### src/rtl/alien_pkg.sv
// Shared definitions for the alien formation: grid geometry, default pixel
// pitches and the wave state encoding used by the controller and the renderer.
package alien_pkg;

  localparam int GRID_ROWS         = 4;
  localparam int GRID_COLS         = 9;
  localparam int NUM_ALIENS        = GRID_ROWS * GRID_COLS;
  localparam int ALIENS_WIDTH_DEF  = 20;
  localparam int ALIENS_HEIGHT_DEF = 10;

  typedef enum logic [1:0] {
    IDLE    = 2'd0,
    MARCH   = 2'd1,
    CLEARED = 2'd2,
    LANDED  = 2'd3
  } state_t;

endpackage

### src/rtl/alien_extent.sv
// Combinational extent finder: from the alive mask, derives the leftmost and
// rightmost occupied columns, the lowest occupied row and the live count.
module alien_extent
  import alien_pkg::*;
(
  input  logic [NUM_ALIENS-1:0] alive,
  output logic [3:0]            col_min,
  output logic [3:0]            col_max,
  output logic [1:0]            row_max,
  output logic [5:0]            pop_count
);

  logic [GRID_COLS-1:0] col_any;
  logic [GRID_ROWS-1:0] row_any;

  // Fold the mask into per-column / per-row occupancy and count live aliens.
  always_comb begin
    // NOTE: every output of a combinational block gets a default first, so no
    // path leaves it unassigned and no latch is inferred.
    col_any   = '0;
    row_any   = '0;
    pop_count = '0;
    for (int r = 0; r < GRID_ROWS; r++) begin
      for (int c = 0; c < GRID_COLS; c++) begin
        if (alive[r*GRID_COLS + c]) begin
          col_any[c] = 1'b1;
          row_any[r] = 1'b1;
          pop_count  = pop_count + 6'd1;
        end
      end
    end
  end

  // Pick the extreme occupied column/row indices; an empty mask reports zeros.
  always_comb begin
    col_min = '0;
    col_max = '0;
    row_max = '0;
    for (int c = GRID_COLS - 1; c >= 0; c--) begin
      if (col_any[c]) col_min = 4'(c);
    end
    for (int c = 0; c < GRID_COLS; c++) begin
      if (col_any[c]) col_max = 4'(c);
    end
    for (int r = 0; r < GRID_ROWS; r++) begin
      if (row_any[r]) row_max = 2'(r);
    end
  end

endmodule

### src/rtl/alien_formation_ctrl.sv
// Alien formation controller: marches the 4x9 formation left/right, drops it
// at the playfield edges, speeds up as aliens die, and reports win/loss.
module alien_formation_ctrl
  import alien_pkg::*;
#(
  parameter int ALIENS_WIDTH  = ALIENS_WIDTH_DEF,
  parameter int ALIENS_HEIGHT = ALIENS_HEIGHT_DEF,
  parameter int X_INIT        = 100,
  parameter int Y_INIT        = 40,
  parameter int STEP_X        = 4,
  parameter int STEP_Y        = 10,
  parameter int X_MIN         = 10,
  parameter int X_MAX         = 630,
  parameter int Y_LIMIT       = 400,
  parameter int PERIOD_MIN    = 2
) (
  input  logic                  clk,
  input  logic                  rst_n,
  input  logic                  start,
  input  logic                  frameTick,
  input  logic                  hitValid,
  input  logic [5:0]            hitIndex,
  output logic [9:0]            xAlien,
  output logic [9:0]            yAlien,
  output logic [NUM_ALIENS-1:0] alive,
  output logic                  dirRight,
  output logic                  stepPulse,
  output logic                  cleared,
  output logic                  landed
);

  localparam logic [10:0] W11      = 11'(ALIENS_WIDTH);
  localparam logic [10:0] H11      = 11'(ALIENS_HEIGHT);
  localparam logic [10:0] STEP_X11 = 11'(STEP_X);
  localparam logic [10:0] STEP_Y11 = 11'(STEP_Y);
  localparam logic [10:0] X_MIN11  = 11'(X_MIN);
  localparam logic [10:0] X_MAX11  = 11'(X_MAX);
  localparam logic [10:0] Y_LIM11  = 11'(Y_LIMIT);
  localparam logic [10:0] PIX_TOP  = 11'd1023;
  localparam logic [NUM_ALIENS-1:0] ONE_HOT0 = {{(NUM_ALIENS-1){1'b0}}, 1'b1};

  state_t                  state;
  logic [6:0]              frame_cnt;
  logic [3:0]              col_min, col_max;
  logic [1:0]              row_max;
  logic [5:0]              pop_count;
  logic [6:0]              period;
  logic                    step_due;
  logic                    drop;
  logic [9:0]              x_step, y_step;
  logic                    land_hit;
  logic [NUM_ALIENS-1:0]   alive_next;

  // Extents and count always come from the registered (pre-hit) mask.
  alien_extent u_extent (
    .alive     (alive),
    .col_min   (col_min),
    .col_max   (col_max),
    .row_max   (row_max),
    .pop_count (pop_count)
  );

  // Step timing, edge tests (11-bit, saturating) and hit masking.
  always_comb begin
    logic [10:0] x_ext, y_drop, right_edge, left_edge, x_right, bottom;
    x_ext      = {1'b0, xAlien};
    period     = 7'(PERIOD_MIN) + {2'b00, pop_count[5:1]};
    step_due   = (state == MARCH) && frameTick && ((frame_cnt + 7'd1) >= period);
    right_edge = x_ext + W11 * {6'd0, col_max, 1'b1} + STEP_X11;
    left_edge  = x_ext + W11 * {6'd0, col_min, 1'b0};
    drop       = dirRight ? (right_edge > X_MAX11) : (left_edge < X_MIN11 + STEP_X11);
    x_right    = x_ext + STEP_X11;
    if (dirRight) x_step = (x_right > PIX_TOP) ? 10'h3FF : x_right[9:0];
    else          x_step = (x_ext < STEP_X11) ? 10'd0 : 10'(x_ext - STEP_X11);
    y_drop     = {1'b0, yAlien} + STEP_Y11;
    y_step     = (y_drop > PIX_TOP) ? 10'h3FF : y_drop[9:0];
    bottom     = {1'b0, y_step} + H11 * {8'd0, row_max, 1'b1};
    land_hit   = step_due && drop && (bottom >= Y_LIM11);
    alive_next = alive;
    if ((state == MARCH) && hitValid && (hitIndex < 6'(NUM_ALIENS)))
      alive_next = alive & ~(ONE_HOT0 << hitIndex);
  end

  // Wave FSM with all outputs registered; start reloads from any state.
  always_ff @(posedge clk or negedge rst_n) begin
    if (!rst_n) begin
      state     <= IDLE;
      xAlien    <= 10'(X_INIT);
      yAlien    <= 10'(Y_INIT);
      alive     <= '0;
      dirRight  <= 1'b1;
      frame_cnt <= '0;
      stepPulse <= 1'b0;
      cleared   <= 1'b0;
      landed    <= 1'b0;
    end else begin
      // NOTE: sequential state uses non-blocking assignments so every register
      // samples the pre-edge values regardless of statement order.
      stepPulse <= 1'b0;
      if (start) begin
        state     <= MARCH;
        xAlien    <= 10'(X_INIT);
        yAlien    <= 10'(Y_INIT);
        alive     <= '1;
        dirRight  <= 1'b1;
        frame_cnt <= '0;
        cleared   <= 1'b0;
        landed    <= 1'b0;
      end else begin
        case (state)
          MARCH: begin
            alive <= alive_next;
            if (frameTick) frame_cnt <= step_due ? 7'd0 : frame_cnt + 7'd1;
            if (step_due) begin
              stepPulse <= 1'b1;
              if (drop) begin
                yAlien   <= y_step;
                dirRight <= ~dirRight;
              end else begin
                xAlien <= x_step;
              end
            end
            if (alive_next == '0) begin
              state   <= CLEARED;
              cleared <= 1'b1;
            end else if (land_hit) begin
              state  <= LANDED;
              landed <= 1'b1;
            end
          end
          default: ; // IDLE, CLEARED, LANDED hold everything until start
        endcase
      end
    end
  end

endmodule

### config.mk
export PLATFORM = sky130hd
export DESIGN_NAME = alien_formation_ctrl
export DESIGN_NICKNAME = d
export VERILOG_FILES = /design/src/rtl/alien_pkg.sv /design/src/rtl/alien_extent.sv /design/src/rtl/alien_formation_ctrl.sv
export SDC_FILE = /design/constraint.sdc
export NUM_CORES = 1
export LEC_CHECK = 0
export CORE_MARGIN = 4
export CORE_UTILIZATION = 60
export CTS_BUF_LIST = sky130_fd_sc_hd__clkbuf_4 sky130_fd_sc_hd__clkbuf_8 sky130_fd_sc_hd__clkbuf_16
export DETAILED_ROUTE_END_ITERATION = 7
export PLACE_DENSITY = 0.81
export SETUP_SLACK_MARGIN = 0.2
export SLEW_MARGIN = 5
export SYNTH_ARGS = -nofsm -noshare
export SYNTH_HDL_FRONTEND = slang
export SYNTH_SLANG_ARGS = --single-unit
### constraint.sdc
create_clock -name clk -period 26.1 [get_ports clk]
set_input_delay 2.61 -clock clk [delete_from_list [all_inputs] [get_ports clk]]
set_output_delay 2.61 -clock clk [all_outputs]
set_load 0.02 [all_outputs]
## Yosys cells after proc, flatten, opt, wreduce, memory -nomap -nowiden

Index checks and enable logic that the tools add are counted.

| storage, ports and cells | value |
|---|---|
| bits in registers | 69 |
| bits of input ports | 11 |
| output and inout bits | 60 |
| word-level logic and storage cells | 248 |

| cells by class | value |
|---|---|
| add/sub/neg operators | 44 |
| $mul | 3 |
| magnitude comparators | 8 |
| eq/ne operators | 3 |
| shift-type cells | 1 |
| muxes and demuxes | 157 |
| bitwise logic cells | 3 |
| reductions and logical operators | 20 |

Operator list:

| operator | count |
|---|---|
| $mux W6 | 35 |
| $add A6 B1 Y6 const B | 34 |
| $mux W10 | 12 |
| $mux W36 | 3 |
| $mux W1 | 81 |
| $mux W4 | 10 |
| $and A36 B36 Y36 | 1 |
| $logic_not A36 Y1 | 1 |
| $not A36 Y36 | 1 |
| $shl A1 B6 Y36 const A | 1 |
| $gt A11 B10 Y1 const B | 3 |
| $mux W7 | 4 |
| $add A10 B10 Y11 | 2 |
| $mux W2 | 8 |
| $mux W3 | 4 |
| $reduce_bool A2 Y1 | 6 |
| $add A10 B3 Y11 const B | 1 |
| $add A10 B4 Y11 const B | 1 |
| $add A10 B7 Y11 | 1 |
| $add A11 B3 Y11 const B | 1 |
| $ge A11 B9 Y1 const B | 1 |
| $lt A11 B4 Y1 const B | 1 |
| $lt A10 B3 Y1 const B | 1 |
| $sub A10 B3 Y10 const B | 1 |
| 15 further kinds | 25 |

## Logic depth before layout (Yosys ltp)

| logic depth | value |
|---|---|
| word-level depth | 80 |
| mapped depth | 115 |

## Modules after synthesis

A second synthesis with hierarchy kept.

| unflattened totals | value |
|---|---|
| cell total of the unflattened synthesis | 1420 |
| area, all modules | 11131.9 µm² |

By module, submodules not included:

| module | times used | cells each | area each (µm²) | seq. area each (µm²) |
|---|---|---|---|---|
| alien_extent | 1 | 812 | 5846.9 | 0.0 |
| alien_formation_ctrl | 1 | 608 | 5285.1 | 1709.1 |

## Worst setup path before layout

Ideal clock, no wire load.

| timing path | value |
|---|---|
| path kind | flip-flop to flip-flop |
| from | reg alive[0] |
| to | reg xAlien[8] |
| library setup time | 0.136 ns |
| arrival | 19.390 ns |
| setup slack | 6.574 ns |
| stages on the path, launching flop included | 104 |
| buffers on the path | 2 |
| clock period less this slack | 19.526 ns |
| cell sequence | dfrtp_1 -> inv_1 -> ha_1 -> xnor2_4 -> inv_1 -> ha_1 -> nand2_1 -> o31ai_1 -> ha_1 -> nor2_1 -> nor2_1 -> ha_1 -> nand2b_1 -> a21boi_0 -> xor2_1 -> a21oi_1 -> ha_1 -> nor3b_1 -> (+68 left out) -> ha_1 -> mux2_2 -> ha_1 -> mux2_2 -> ha_1 -> nand2b_1 -> a21o_1 -> a21o_1 -> a21oi_1 -> nor2b_1 -> o21ai_0 -> a31oi_1 -> and2_1 -> clkbuf_1 -> or2_2 -> clkbuf_1 -> a21oi_1 -> a21oi_1 |

| between the ends | value |
|---|---|
| cells in the longest elaborated chain, start to end | 76 |

RTL lines:

| what | line | text |
|---|---|---|
| from (decl) | alien_formation_ctrl.sv:25 | `output logic [NUM_ALIENS-1:0] alive,` |
| from (signal assigned) | alien_formation_ctrl.sv:112 | `alive <= alive_next;` |
| $mux W1 | alien_extent.sv:25 | `if (alive[r*GRID_COLS + c]) begin` |
| $add A1 B1 Y2 | alien_extent.sv:28 | `pop_count = pop_count + 6'd1;` |
| $mux W6 | alien_extent.sv:25 |  |
| $add A6 B1 Y6 | alien_extent.sv:28 |  |
| $mux W6 | alien_extent.sv:25 |  |
| $add A6 B1 Y6 | alien_extent.sv:28 |  |
| $mux W6 | alien_extent.sv:25 |  |
| $add A6 B1 Y6 | alien_extent.sv:28 |  |
| (+60 left out) | n/a |  |
| $mux W6 | alien_extent.sv:25 |  |
| $add A6 B1 Y6 | alien_extent.sv:28 |  |
| $mux W6 | alien_extent.sv:25 |  |
| $add A2 B5 Y6 | alien_formation_ctrl.sv:67 | `period = 7'(PERIOD_MIN) + {2'b00, pop_count[5:1]};` |
| $ge A7 B6 Y1 | alien_formation_ctrl.sv:68 | `step_due = (state == MARCH) && frameTick && ((frame_cnt + 7'd1) >= period);` |
| $logic_and A1 B1 Y1 | alien_formation_ctrl.sv:68 |  |
| $reduce_bool A2 Y1 (no line) | n/a |  |
| $reduce_and A3 Y1 (no line) (*) | n/a |  |
| to (signal assigned) | alien_formation_ctrl.sv:88 | `xAlien <= 10'(X_INIT);` |
| to (signal assigned) | alien_formation_ctrl.sv:102 | `xAlien <= 10'(X_INIT);` |
| to (signal assigned) | alien_formation_ctrl.sv:120 | `xAlien <= x_step;` |
| to (decl) | alien_formation_ctrl.sv:23 | `output logic [9:0] xAlien,` |

Mark *: on every way between the ends. The rest lies on a longest branch, timed or not.
A chain may end at the register's enable or synchronous reset.

## Worst setup path in the final report

| timing path | value |
|---|---|
| from | reg alive[0] |
| to | reg xAlien[7] |

Same word-level chain as after synthesis.

==> impl_metrics.ini <==
[setup_path]
cp_slowest_cell = a311oi_1
worstPathRequired_ns = 26.31
cp_common_cell = ha_1
crit_fanout = 13
crit_buf_inv = 4
worstPathArrival_ns = 22.34
crit_path_end_kind = flop
cp-start-kind = flop
max_stage_delay_ns = 0.56
cp_top_family = compound AO/OA/AOI/OAI gates
critPathKind = reg2reg

[layout]
nets = 1530
final_cell_mix = nand2_1 (140), nor2_1 (102), xnor2_1 (102)
n_fill_cell = 1522
insertedDiodeCount = 0
area_growth_pct = 9.62
layout_commonest_cell = nand2_1
drive_gt1_frac = 0.0716
design_area_sq_um = 12000

[sta]
drv_slew = 0
fin_crit_ns = 22.14
worst_pin_slew_ns = 0.851
skew_ns = 0.00670
setup-violations-final = 0
fin_crit_sh = 0.848
rsz0062_at_grt = false
tns_ns = 0
fmax_ghz = 0.0452
slew_headroom = 0.433
final_hold_viol_count = 0

[place]
dpl.hpwl_um = 21300
placed_cell_area_sq_um = 11700
io_buffers = 70
place.gp.congestion = 0.923

[grt]
overflow = 0
top_usage_layer = met2
grt.total_usage = 0.268
grt_max_degree = 69
antenna_found_initial = 0
use_met2 = 0.454
grt_pass1_vias = 9817
grt_pass1_wl_um = 46400
grt_use_met3 = 0.0311
gr-usage-met1 = 0.362

[yosys]
syn_nets = 1504
netlist_area_sq_um = 10900
netlist.area_leader.share = 0.142
synth_cell_types = 104
ys_ff_latch = 68
synthArstFlopShare = 1.00
synth_edf_count = 0
synth_seq_area_share = 0.156
yosys-top-cells-area = dfrtp_1 (14%), ha_1 (9.4%), xnor2_1 (8.2%), nand2_1 (4.8%), o21ai_0 (4.0%)
ys_warn_count = 0
netlist_instances = 1407
avgSynthCellArea_sq_um = 7.77
synth_top_area_cell = dfrtp_1
ys.flop_type = dfrtp_1

[clock_tree]
cts_tree = built
clk-insertion-delay-late_ns = 0.33
cts_buffer_depth = 2
numCtsBuffers = 9
holdBufCountCts = 0
root_buffer = clkbuf_16
cts.repair.resized = 0
path_clk_slew_ns = 0.05
cts_max_level = 3
clock_sinks = 68
cts_setup_buffers = 0

[die]
io_pins = 71
start_util = 0.609
core-area_sq_um = 18000
die_h_um = 143
chipWidth_um = 143
core.rowCount = 49
die_area_sq_um = 20500

[detailed_routing]
vias_per_cell = 6.33
ant_nets = 0
wirelength_um = 27600
drt_iter0_drc = 893
dr.pass1.iters = 5
drcViolationCount = 0
detail_route.wl_per_cell_um = 16.5
num_vias = 10500

[worst_hold_path]
hold_class = reg2reg

[job]
maxCapViolCount = 0

[outcome]
status = completed
==> synth_stat cells (8+ instances only) <==
library cell  count
nor2_1          102
nor4_1           20
xor2_1           42
nand2_1         140
mux2i_1          19
xnor3_1          12
and2_1           16
xnor2_1         102
a211oi_1          9
or3_1             9
nor3_1           27
a31oi_1          18
or2_2            22
nand2b_1         49
nand4_1          21
nor3b_1          14
inv_1            74
nand3_1          51
o21a_1           13
a21oi_1          84
ha_1             82
o21ai_0          88
a21o_1           23
or4_1             8
o22ai_1          17
clkbuf_1         46
mux2_2           11
o211ai_1         15
dfrtp_1          62
and3_1           20
nor2b_1          15
==> metal layers <==
layer	up-vias	routed length [um]
met5	-	0
met4	0	616
met3	69	1620
met2	393	12900
met1	4933	12400
li1	5149	-
==> worst min-delay path: cells and delay by family (launching register included) <==
kind / cells / cell delay [ns]
AND/OR/NAND/NOR: 1 / 0.08
flip-flops: 1 / 0.34
AO/OA/AOI/OAI: 1 / 0.04
==> area by class of cell <==
class	instances	area, sq um	area share
Timing Repair Buffer	72	711	0.0593
Multi-Input combinational cell	1206	8690	0.725
Tap cell	229	287	0.0239
Inverter	76	285	0.0238
Clock buffer	12	260	0.0217
Clock inverter	4	47.5	0.00396
Sequential cell	68	1710	0.143
==> through the flow <==
step | setup slack (ns) | hold slack [ns] | utilization | std cells
after floorplan | 6.57 | 0.475 | - | 1407
after global placement | 5.17 | 0.491 | 0.650 | 1651
after detailed placement | 4.40 | 0.489 | 0.650 | 1651
after CTS | 4.30 | 0.510 | 0.668 | 1667
after global routing | 2.18 | 0.534 | 0.668 | 1667
final | 3.96 | 0.505 | 0.668 | 1667
==> path summary, 6_finish.rpt <==
kind | end | depth (start not counted) | from | slack, ns
max | xAlien[7] | 104 | alive[0] | 3.96
min | cleared | 2 | cleared | 0.51
max reg2reg | xAlien[7] | 104 | alive[0] | 3.96
min reg2reg | cleared | 2 | cleared | 0.51
max in group asynchronous | alive[9] | 2 | rst_n | 23.07
min in group asynchronous | frame_cnt[3] | 2 | rst_n | 2.47
==> flip-flops by register name, summed over array words and instances (netlist names) <==
signal and cells:
state 2, cleared 1, yAlien 10, frame_cnt 7
dirRight 1, stepPulse 1, xAlien 9, alive 36
landed 1
==> logic make-up after synthesis <==
kind of cell             after synthesis  share of synthesized area
AO/OA/AOI/OAI                        367                      0.224
XOR/XNOR                             177                      0.183
adder cells (fa/ha/maj)               88                      0.103
buffers and inverters                133                     0.0492
flip-flops                            68                      0.156
multiplexers                          31                     0.0301
other                                  1                   0.000343
AND/OR/NAND/NOR                      542                      0.254
Power is left out: the tool's default activity adds up to more than one toggle a clock period on the data nets, which glitch-free logic cannot reach.
